## config.mk

```make
export PLATFORM = sky130hd
export DESIGN_NAME = mole_target_ctrl
export DESIGN_NICKNAME = d
export VERILOG_FILES = /design/src/rtl/mole_target_ctrl.sv
export SDC_FILE = /design/constraint.sdc
export NUM_CORES = 1
export LEC_CHECK = 0
export ABC_AREA = 1
export CAP_MARGIN = 40
export CELL_PAD_IN_SITES_DETAIL_PLACEMENT = 0
export CELL_PAD_IN_SITES_GLOBAL_PLACEMENT = 1
export CORE_MARGIN = 2
export CORE_UTILIZATION = 43
export DETAILED_ROUTE_END_ITERATION = 12
export PLACE_DENSITY_LB_ADDON = 0.1
export SYNTH_ARGS = -nofsm -noshare
export SYNTH_HDL_FRONTEND = slang
export SYNTH_SLANG_ARGS = --single-unit
```

## constraint.sdc

```tcl
create_clock -name clk -period 3.48 [get_ports clk]
set_clock_uncertainty 0.15 [all_clocks]
set_input_delay 0.696 -clock clk [delete_from_list [all_inputs] [get_ports clk]]
set_output_delay 0.696 -clock clk [all_outputs]
set_load 0.05 [all_outputs]
```

## src/rtl/mole_target_ctrl.sv

```systemverilog
// mole_target_ctrl: reaction-game round controller lighting one random target LED per round
module mole_target_ctrl #(
  parameter int NUM_LEDS = 18,
  parameter int IDX_W = $clog2(NUM_LEDS),
  parameter int SHOW_MS = 1000,
  parameter int GAP_MS = 250
) (
  input  logic                clk,
  input  logic                rst_n,
  input  logic                enable,
  input  logic                tick_ms,
  input  logic [IDX_W-1:0]    random_value,
  input  logic [NUM_LEDS-1:0] btn,
  output logic [NUM_LEDS-1:0] leds,
  output logic                hit,
  output logic                miss,
  output logic                wrong,
  output logic [7:0]          score
);
  localparam int CNT_W = $clog2((SHOW_MS > GAP_MS ? SHOW_MS : GAP_MS) + 1);
  typedef enum logic [1:0] {IDLE, GAP, SHOW} state_t;
  state_t state;
  logic [CNT_W-1:0] cnt;
  logic [IDX_W-1:0] prev_idx, idx_f, idx;
  logic [NUM_LEDS-1:0] btn_q, press;
  logic last;
  // fold the random index into range, step past the previous target, detect rising presses
  always_comb begin
    idx_f = (32'(random_value) >= NUM_LEDS) ? random_value - IDX_W'(NUM_LEDS) : random_value;
    idx = (idx_f != prev_idx) ? idx_f : (32'(idx_f) == NUM_LEDS - 1) ? '0 : idx_f + IDX_W'(1);
    press = btn & ~btn_q;
    last = (32'(cnt) + 32'd1) == ((state == SHOW) ? SHOW_MS : GAP_MS);
  end
  // round state machine with registered LED, event and score outputs
  always_ff @(posedge clk or negedge rst_n) begin
    if (!rst_n) begin
      state <= IDLE;
      cnt <= '0;
      prev_idx <= '0;
      btn_q <= '0;
      leds <= '0;
      hit <= 1'b0;
      miss <= 1'b0;
      wrong <= 1'b0;
      score <= '0;
    end else begin
      btn_q <= btn;
      hit <= 1'b0;
      miss <= 1'b0;
      wrong <= 1'b0;
      if (!enable) begin
        state <= IDLE;
        leds <= '0;
        cnt <= '0;
      end else begin
        case (state)
          IDLE: begin
            state <= GAP;
            score <= '0;
            cnt <= '0;
          end
          GAP: if (tick_ms) begin
            if (last) begin
              state <= SHOW;
              cnt <= '0;
              prev_idx <= idx;
              leds <= NUM_LEDS'(1) << idx;
            end else cnt <= cnt + CNT_W'(1);
          end
          SHOW: begin
            if (|(press & leds)) begin
              hit <= 1'b1;
              score <= (score == 8'hff) ? score : score + 8'd1;
              leds <= '0;
              state <= GAP;
              cnt <= '0;
            end else if (|press) begin
              wrong <= 1'b1;
              leds <= '0;
              state <= GAP;
              cnt <= '0;
            end else if (tick_ms) begin
              if (last) begin
                miss <= 1'b1;
                leds <= '0;
                state <= GAP;
                cnt <= '0;
              end else cnt <= cnt + CNT_W'(1);
            end
          end
          default: state <= IDLE;
        endcase
      end
    end
  end
endmodule

```

==> results of run 1 <==
[logic make-up (layout without fill, tap and decap cells)]
group           Yosys count  after routing  synth area share
compound gates           41             41            0.0635
xor+xnor                  7              7            0.0160
fa+ha+maj                 9              9            0.0293
flops                    64             64             0.417
simple gates            312            312             0.384
buf+inv                  81            152            0.0899
[registers in the layout, summed over array words and instances, names as in the netlist]
| register | flops |
|---|---|
| prev_idx | 5 |
| score | 8 |
| state | 2 |
| wrong | 1 |
| miss | 1 |
| leds | 18 |
| btn_q | 18 |
| hit | 1 |
| cnt | 10 |
[final timing paths]
check,endpoint,startpoint
max,leds[5],random_value[1]
min,btn_q[0],rst_n
max reg2reg,leds[11],state[0]
min reg2reg,leds[2],leds[2]
max in group asynchronous,btn_q[17],rst_n
min in group clk,leds[2],leds[2]
[per-layer routing]
metal / vias up / wire length (microns) / share of wire
met5: - / 0 / 0
met4: 0 / 94 / 0.011
met3: 10 / 399 / 0.046
met2: 64 / 3850 / 0.45
met1: 1560 / 4310 / 0.50
li1: 1772 / - / -
[power by group through the flow]
stage,registers [mW],clock network (mW),logic [mW]
3_3_place_gp,0.841,0,0.613
5_1_grt,0.834,0.746,0.681
3_5_place_dp,0.842,0,0.618
6_report,0.828,0.697,0.611
4_1_cts,0.828,0.712,0.619
2_1_floorplan,0.915,0,0.358
[through the flow]
step	hold WS (ns)	total power [mW]	std cells
2_1_floorplan	0.250	1.27	514
3_3_place_gp	0.345	1.45	677
3_5_place_dp	0.357	1.46	677
4_1_cts	0.373	2.16	693
5_1_grt	0.384	2.26	693
6_report	0.357	2.14	693
[placed cells by master (no fill, tap or decap), types with 2 or more instances in the layout]
cell / n
nor2_1: 46
nand2_4: 7
ha_1: 9
nand3_2: 4
nor4_1: 3
buf_4: 10
bufinv_16: 2
o21ai_4: 2
nand2_2: 6
inv_2: 7
xor2_1: 4
nand2_1: 151
o21ai_0: 27
nor2_4: 2
dfrtp_1: 64
o22ai_1: 5
nand4_1: 7
nand3_1: 64
nor2_2: 8
xnor2_1: 3
clkbuf_8: 9
clkinv_2: 3
inv_1: 63
clkdlybuf4s50_1: 54
a21oi_1: 4
nor3b_1: 2
nand3b_1: 2
nor3_1: 6
[final cells by class]
cell class              instances  area [sq um]
repair buffers                 65           621
flip-flops and latches         64          1600
well taps                     108           135
clock buffers                  10           128
inverters                      71           269
fillers                       849          3950
clock inverters                 6          83.8
multi-input cells             369          1890
==> implementation parameters, run 1 <==
Parameter                              Value

Detailed routing
  Via count    3406
  Average wire per cell in the routed design    12.5 microns
  Post-route DRC violation count    0
  Detailed-route wire length    8650 microns
  Router iterations before antenna repair    4
  Routed via count divided by cell count    4.91
  Number of routed nets with antenna violations    0
  Detailed router's first-iteration violation count    100

Power
  Switching Share    0.349
  Gate power share    0.286
  Proportion of power drawn by flip-flops and latches    0.387
  Reported leakage power    2.31 nW
  Maximum resistive drop on vdd    0.000186 V
  Power per Cell Area    452 nW/um^2
  Switching pwr    0.746 mW
  Clock network power share    0.326
  Internal power of the cells    1.39 mW

Critical path
  Critical path's largest stage delay    0.49 ns
  Buf/Inv on CP    5
  CP Depth    19
  Top cell family by delay on the critical path    simple AND/OR/NAND/NOR gates
  Count of cells along the worst register-to-register path    11
  Reg-to-reg slack, setup    1.06 ns
  CP startpoint kind    input port
  Highest fanout seen on the critical path    5
  Series of cell instances along the critical path    clkdlybuf4s50_1, inv_2, ha_1, nand2_1, inv_2, nand2_4, nand3_1, nand2_1, inv_1, ha_1, nand2_1, nor2_1, nor2_1, nand3_1, nand2_4, inv_2, nor2_1, nand3_1, nand2_1
  CP required    3.62 ns
  Arrival time worst endpoint    3.18 ns
  Crit path max-delay cell type    clkdlybuf4s50_1
  Crit Path Class    in -> reg
  Capturing element type of the critical path    flop
  Crit-path most repeated cell    nand2_1

Finish
  Share of cells above drive strength 1    0.116
  Post-Route Utilization    0.545
  ANT cells    0
  Final Net Count    616
  Cell area after layout    4730 sq um
  Area growth from synthesis to layout    23.2%

Clock tree
  # resized after CTS    0
  Cts bufs inserted    9
  Clock Pin Slew Worst Setup and Hold Paths    0.07 ns
  Number of sinks on the clock net    64
  Number of levels in the clock H-tree    3
  Maximum count of clock buffers along a single path    2
  Number of setup buffers added after CTS    0
  TritonCTS clock tree    done
  CTS Root Cell    clkbuf_8
  Clock latency on the worst-skew pair    0.35 ns
  Hold buffers post-CTS    0

GRT
  Number of antenna violations at the first check in global routing    0
  Total GRT Usage    0.190
  Maximum number of pins on one net before global-route repair    65
  GR met2 Demand/Resource    0.293
  Met3 Usage GRT    0.0355
  Global-route wire length before repair    15100 microns
  Busiest metal layer after global routing    met2
  GRT met1 Usage    0.270
  Overall overflow remaining after global route    0
  Vias in the first global route    3227

Floorplanning
  Horiz. Die Dim    98.5 microns
  Starting density of the core    0.442
  Area of the core    8680 sq um
  Die boundary height    98.5 microns
  Number of top-level pins    56
  Area enclosed by the die boundary    9700 sq um
  Site row count    34

Timing
  Total negative setup slack    0 ns
  Max_slew headroom    0.462
  Post-route clock period utilization    0.874
  Slew at the pin closest to its max-slew limit    0.807 ns
  Final worst path period need    3.04 ns
  Worst-case setup margin in the final layout    0.439 ns
  Unrepaired setup endpoints after global routing    false
  Final setup fails    0
  Top achievable clock speed    329 MHz
  Hold Vio Cnt, Final    0
  Final number of max-transition violations    0

Placement
  Post-detail-place hpwl    6620 microns
  Input/output buffers    55
  Post-placement cell area    4520 sq um
  Weighted congestion reported at the end of routability-driven placement    0.891
  Pre-CTS setup slack    0.0598 ns

Synthesis
  Synthesized area divided by synthesized cell count    7.47 sq um
  Area share of the largest cell type after synthesis    0.417
  Cell area after synthesis    3840 sq um
  Library cell with the largest summed area after synthesis    dfrtp_1
  Number of register bits inferred by synthesis    64
  Proportion of register bits with asynchronous set or reset after synthesis    1.00
  Cell types occupying the most area after synthesis    dfrtp_1 (42%), nand2_1 (15%), nand3_1 (8.3%), inv_1 (6.2%), nor2_1 (4.5%)
  Synth cell types    34
  Top cell types by occurrence after synthesis    nand2_1 (151), dfrtp_1 (64), nand3_1 (64)
  Sequential cell area fraction in the yosys report    0.417
  Number of nets produced by synthesis    550
  Syn. warnings    0
  Most used DFF post-synth    dfrtp_1
  Count of flip-flops with a built-in enable after synthesis    0
  Gate Count Post-Synth    514
  Most common cell in the synthesized netlist    nand2_1

Run
  Max-capacitance violation count    0

Worst hold path
  Path class of the lowest-slack min-delay path    in -> async

Status
  Result of the run    finished, final reports clean
No activity file was read; power rests on OpenSTA's default activity.
==> run 2, diff against run 1 <==
- CORE_ASPECT_RATIO: not set -> 1.1
==> run 2 against run 1 <==
Effect of this change: die area about the same; maximum frequency decreased by 2.9%; routed wire length is 3.2% higher; combinational power hardly changed; global-route usage up 1.3 points; clock power up 2%; design area about the same; setup slack lost 0.091 ns; sequential share of layout area about the same; sequential cell count is the same; critical endpoint is now leds[13].
==> implementation parameters, run 2 (synthesized netlist as in run 1, its figures left out) <==
Parameter                              Value

Timing
  Final number of max-transition violations    0 (unchanged)
  Top achievable clock speed    319 MHz (-2.9%)
  Worst hold slack    0.271 ns (-0.0856 ns)
  Total negative setup slack    0 ns (unchanged)
  Hold Vio Cnt, Final    0 (unchanged)
  Worst-case setup margin in the final layout    0.347 ns (-0.0914 ns)
  Slew at the pin closest to its max-slew limit    0.784 ns (-0.0230 ns)
  Max_slew headroom    0.477 (+0.0154)
  Unrepaired setup endpoints after global routing    false
  Post-route clock period utilization    0.900 (+0.0263)
  Final worst path period need    3.13 ns (+0.0914 ns)
  Final setup fails    0 (unchanged)

Status
  Result of the run    finished, final reports clean

Detailed routing
  Routed via count divided by cell count    4.84 (-1.6%)
  Detailed-route wire length    8920 microns (+3.2%)
  Via count    3372 (-1.0%)
  Number of routed nets with antenna violations    0 (unchanged)
  Average wire per cell in the routed design    12.8 microns (+2.6%)
  Post-route DRC violation count    0 (unchanged)
  Router iterations before antenna repair    5 (+1)
  Detailed router's first-iteration violation count    112 (+12%)

Critical path
  CP required    3.62 ns (about the same)
  Crit Path Class    in -> reg
  Worst R2R End    leds[14]
  CP Depth    19 (unchanged)
  Buf/Inv on CP    5 (unchanged)
  Launch point of the critical path    random_value[1]
  Top cell family by delay on the critical path    simple AND/OR/NAND/NOR gates
  End of the critical path    leds[13]
  Highest fanout seen on the critical path    5 (unchanged)
  Capturing element type of the critical path    flop
  Crit-path most repeated cell    nand2_1
  Series of cell instances along the critical path    clkdlybuf4s50_1, inv_2, ha_1, nand2_1, inv_2, nand2_4, nand3_1, nand2_1, inv_1, ha_1, nand2_1, nor2_1, nor2_1, nand3_1, nand2_4, inv_2, nor2_1, nand3_1, nand2_1
  Critical path's largest stage delay    0.49 ns (about the same)
  CP startpoint kind    input port
  Reg-to-reg slack, setup    0.88 ns (-0.18 ns)
  Reg2reg start    cnt[0]
  Crit path max-delay cell type    clkdlybuf4s50_1
  Arrival time worst endpoint    3.28 ns (+0.10 ns)
  Count of cells along the worst register-to-register path    11 (unchanged)

Clock tree
  Number of sinks on the clock net    64 (unchanged)
  Cts bufs inserted    9 (unchanged)
  TritonCTS clock tree    done
  Clock Pin Slew Worst Setup and Hold Paths    0.07 ns (about the same)
  Number of setup buffers added after CTS    0 (unchanged)
  # resized after CTS    0 (unchanged)
  Hold buffers post-CTS    0 (unchanged)
  CTS Root Cell    clkbuf_8
  Maximum count of clock buffers along a single path    2 (unchanged)
  Number of levels in the clock H-tree    3 (unchanged)
  Clock latency on the worst-skew pair    0.35 ns (about the same)

Power
  Maximum resistive drop on vdd    0.000196 V (+5.4%)
  Gate power share    0.285 (about the same)
  Power per Cell Area    455 nW/um^2 (+0.79%)
  Switching pwr    0.765 mW (+2.5%)
  Switching Share    0.355 (+0.00588)
  Clock network power share    0.331 (+0.005)
  Reported leakage power    2.29 nW (-0.74%)
  Internal power of the cells    1.39 mW (about the same)
  Tot Pwr    2.15 mW (+0.82%)
  Proportion of power drawn by flip-flops and latches    0.384 (-0.003)

Finish
  Area used by sequential logic in the layout    1600 sq um (unchanged)
  Commonest non-fill, non-tap cell in the layout    nand2_1
  ANT cells    0 (unchanged)
  Most frequent cells in the layout    nand2_1 (151), nand3_1 (64), dfrtp_1 (64)
  Number of fillers in the final layout    900 (+6.0%)
  Total area of multi-input combinational cells    1890 sq um (unchanged)
  Final Net Count    614 (-0.32%)
  Largest registers    btn_q x18, leds x18, cnt x10
  Filler-free cell count of the finished design    697 (+0.58%)
  Share of cells above drive strength 1    0.115 (-0.00132)
  Area growth from synthesis to layout    23.2% (about the same)

Floorplanning
  Starting density of the core    0.437 (-0.00529)
  Number of top-level pins    56 (unchanged)
  Die boundary height    103 microns (+4.7%)
  Area of the core    8780 sq um (+1.2%)
  Site row count    36 (+5.9%)
  Horiz. Die Dim    94.1 microns (-4.5%)
  Area enclosed by the die boundary    9700 sq um (about the same)

Placement
  Number of placed instances, taps included    681 (+0.59%)
  Input/output buffers    55 (unchanged)
  Weighted congestion reported at the end of routability-driven placement    0.831 (-6.7%)
  Post-detail-place hpwl    7010 microns (+6.0%)
  Pre-CTS setup slack    -0.0242 ns (-0.0840 ns)

Worst hold path
  Path class of the lowest-slack min-delay path    in -> async

GRT
  Number of antenna violations at the first check in global routing    0 (unchanged)
  Overall overflow remaining after global route    0 (unchanged)
  Global-route wire length before repair    15300 microns (+1.6%)
  Vias in the first global route    3281 (+1.7%)
  Maximum number of pins on one net before global-route repair    36 (-45%)
  Total GRT Usage    0.202 (+0.0126)

Run
  Max-capacitance violation count    0 (unchanged)
[run 2: worst min path at each step]
stage                endpoint
floorplan            btn_q[0]
global placement     leds[12]
detailed placement   leds[12]
CTS                 btn_q[14]
global route         btn_q[7]
finish               btn_q[7]
[run 2: per-layer routing]
| metal | global-route usage | share of wire | wire, microns |
|---|---|---|---|
| met2 | 0.338 | 0.47 | 4210 |
| met1 | 0.260 | 0.47 | 4170 |
| met5 | 0 | 0 | 0 |
| met4 | 0.0702 | 0.018 | 159 |
| met3 | 0.0446 | 0.043 | 381 |
[run 2: power by group through the flow]
stage	Combinational, mW	Clock [mW]	Sequential (mW)
after global placement	0.616	0	0.841
after CTS	0.620	0.729	0.828
final	0.614	0.712	0.827
after floorplan	0.358	0	0.915
after global routing	0.689	0.760	0.835
after detailed placement	0.618	0	0.842
[run 2: area by class of cell]
type	instances	share of cell area
clock buffers	9	0.0262
clock inverters	7	0.0204
well taps	114	0.0301
flip-flops and latches	64	0.338
multi-input cells	369	0.400
repair buffers	63	0.128
inverters	71	0.0568
[run 2: through the flow]
step           utilization  instance area, sq um
2_1_floorplan            -                  3840
4_1_cts              0.539                  4730
3_5_place_dp         0.514                  4510
3_3_place_gp         0.514                  4510
6_report             0.539                  4730
5_1_grt              0.539                  4730
==> run 3, diff against run 2 <==
- CTS_CLUSTER_DIAMETER: not set -> 100
==> results of run 3 <==
The final DEF is identical to that of run 2; final timing and power are the same.
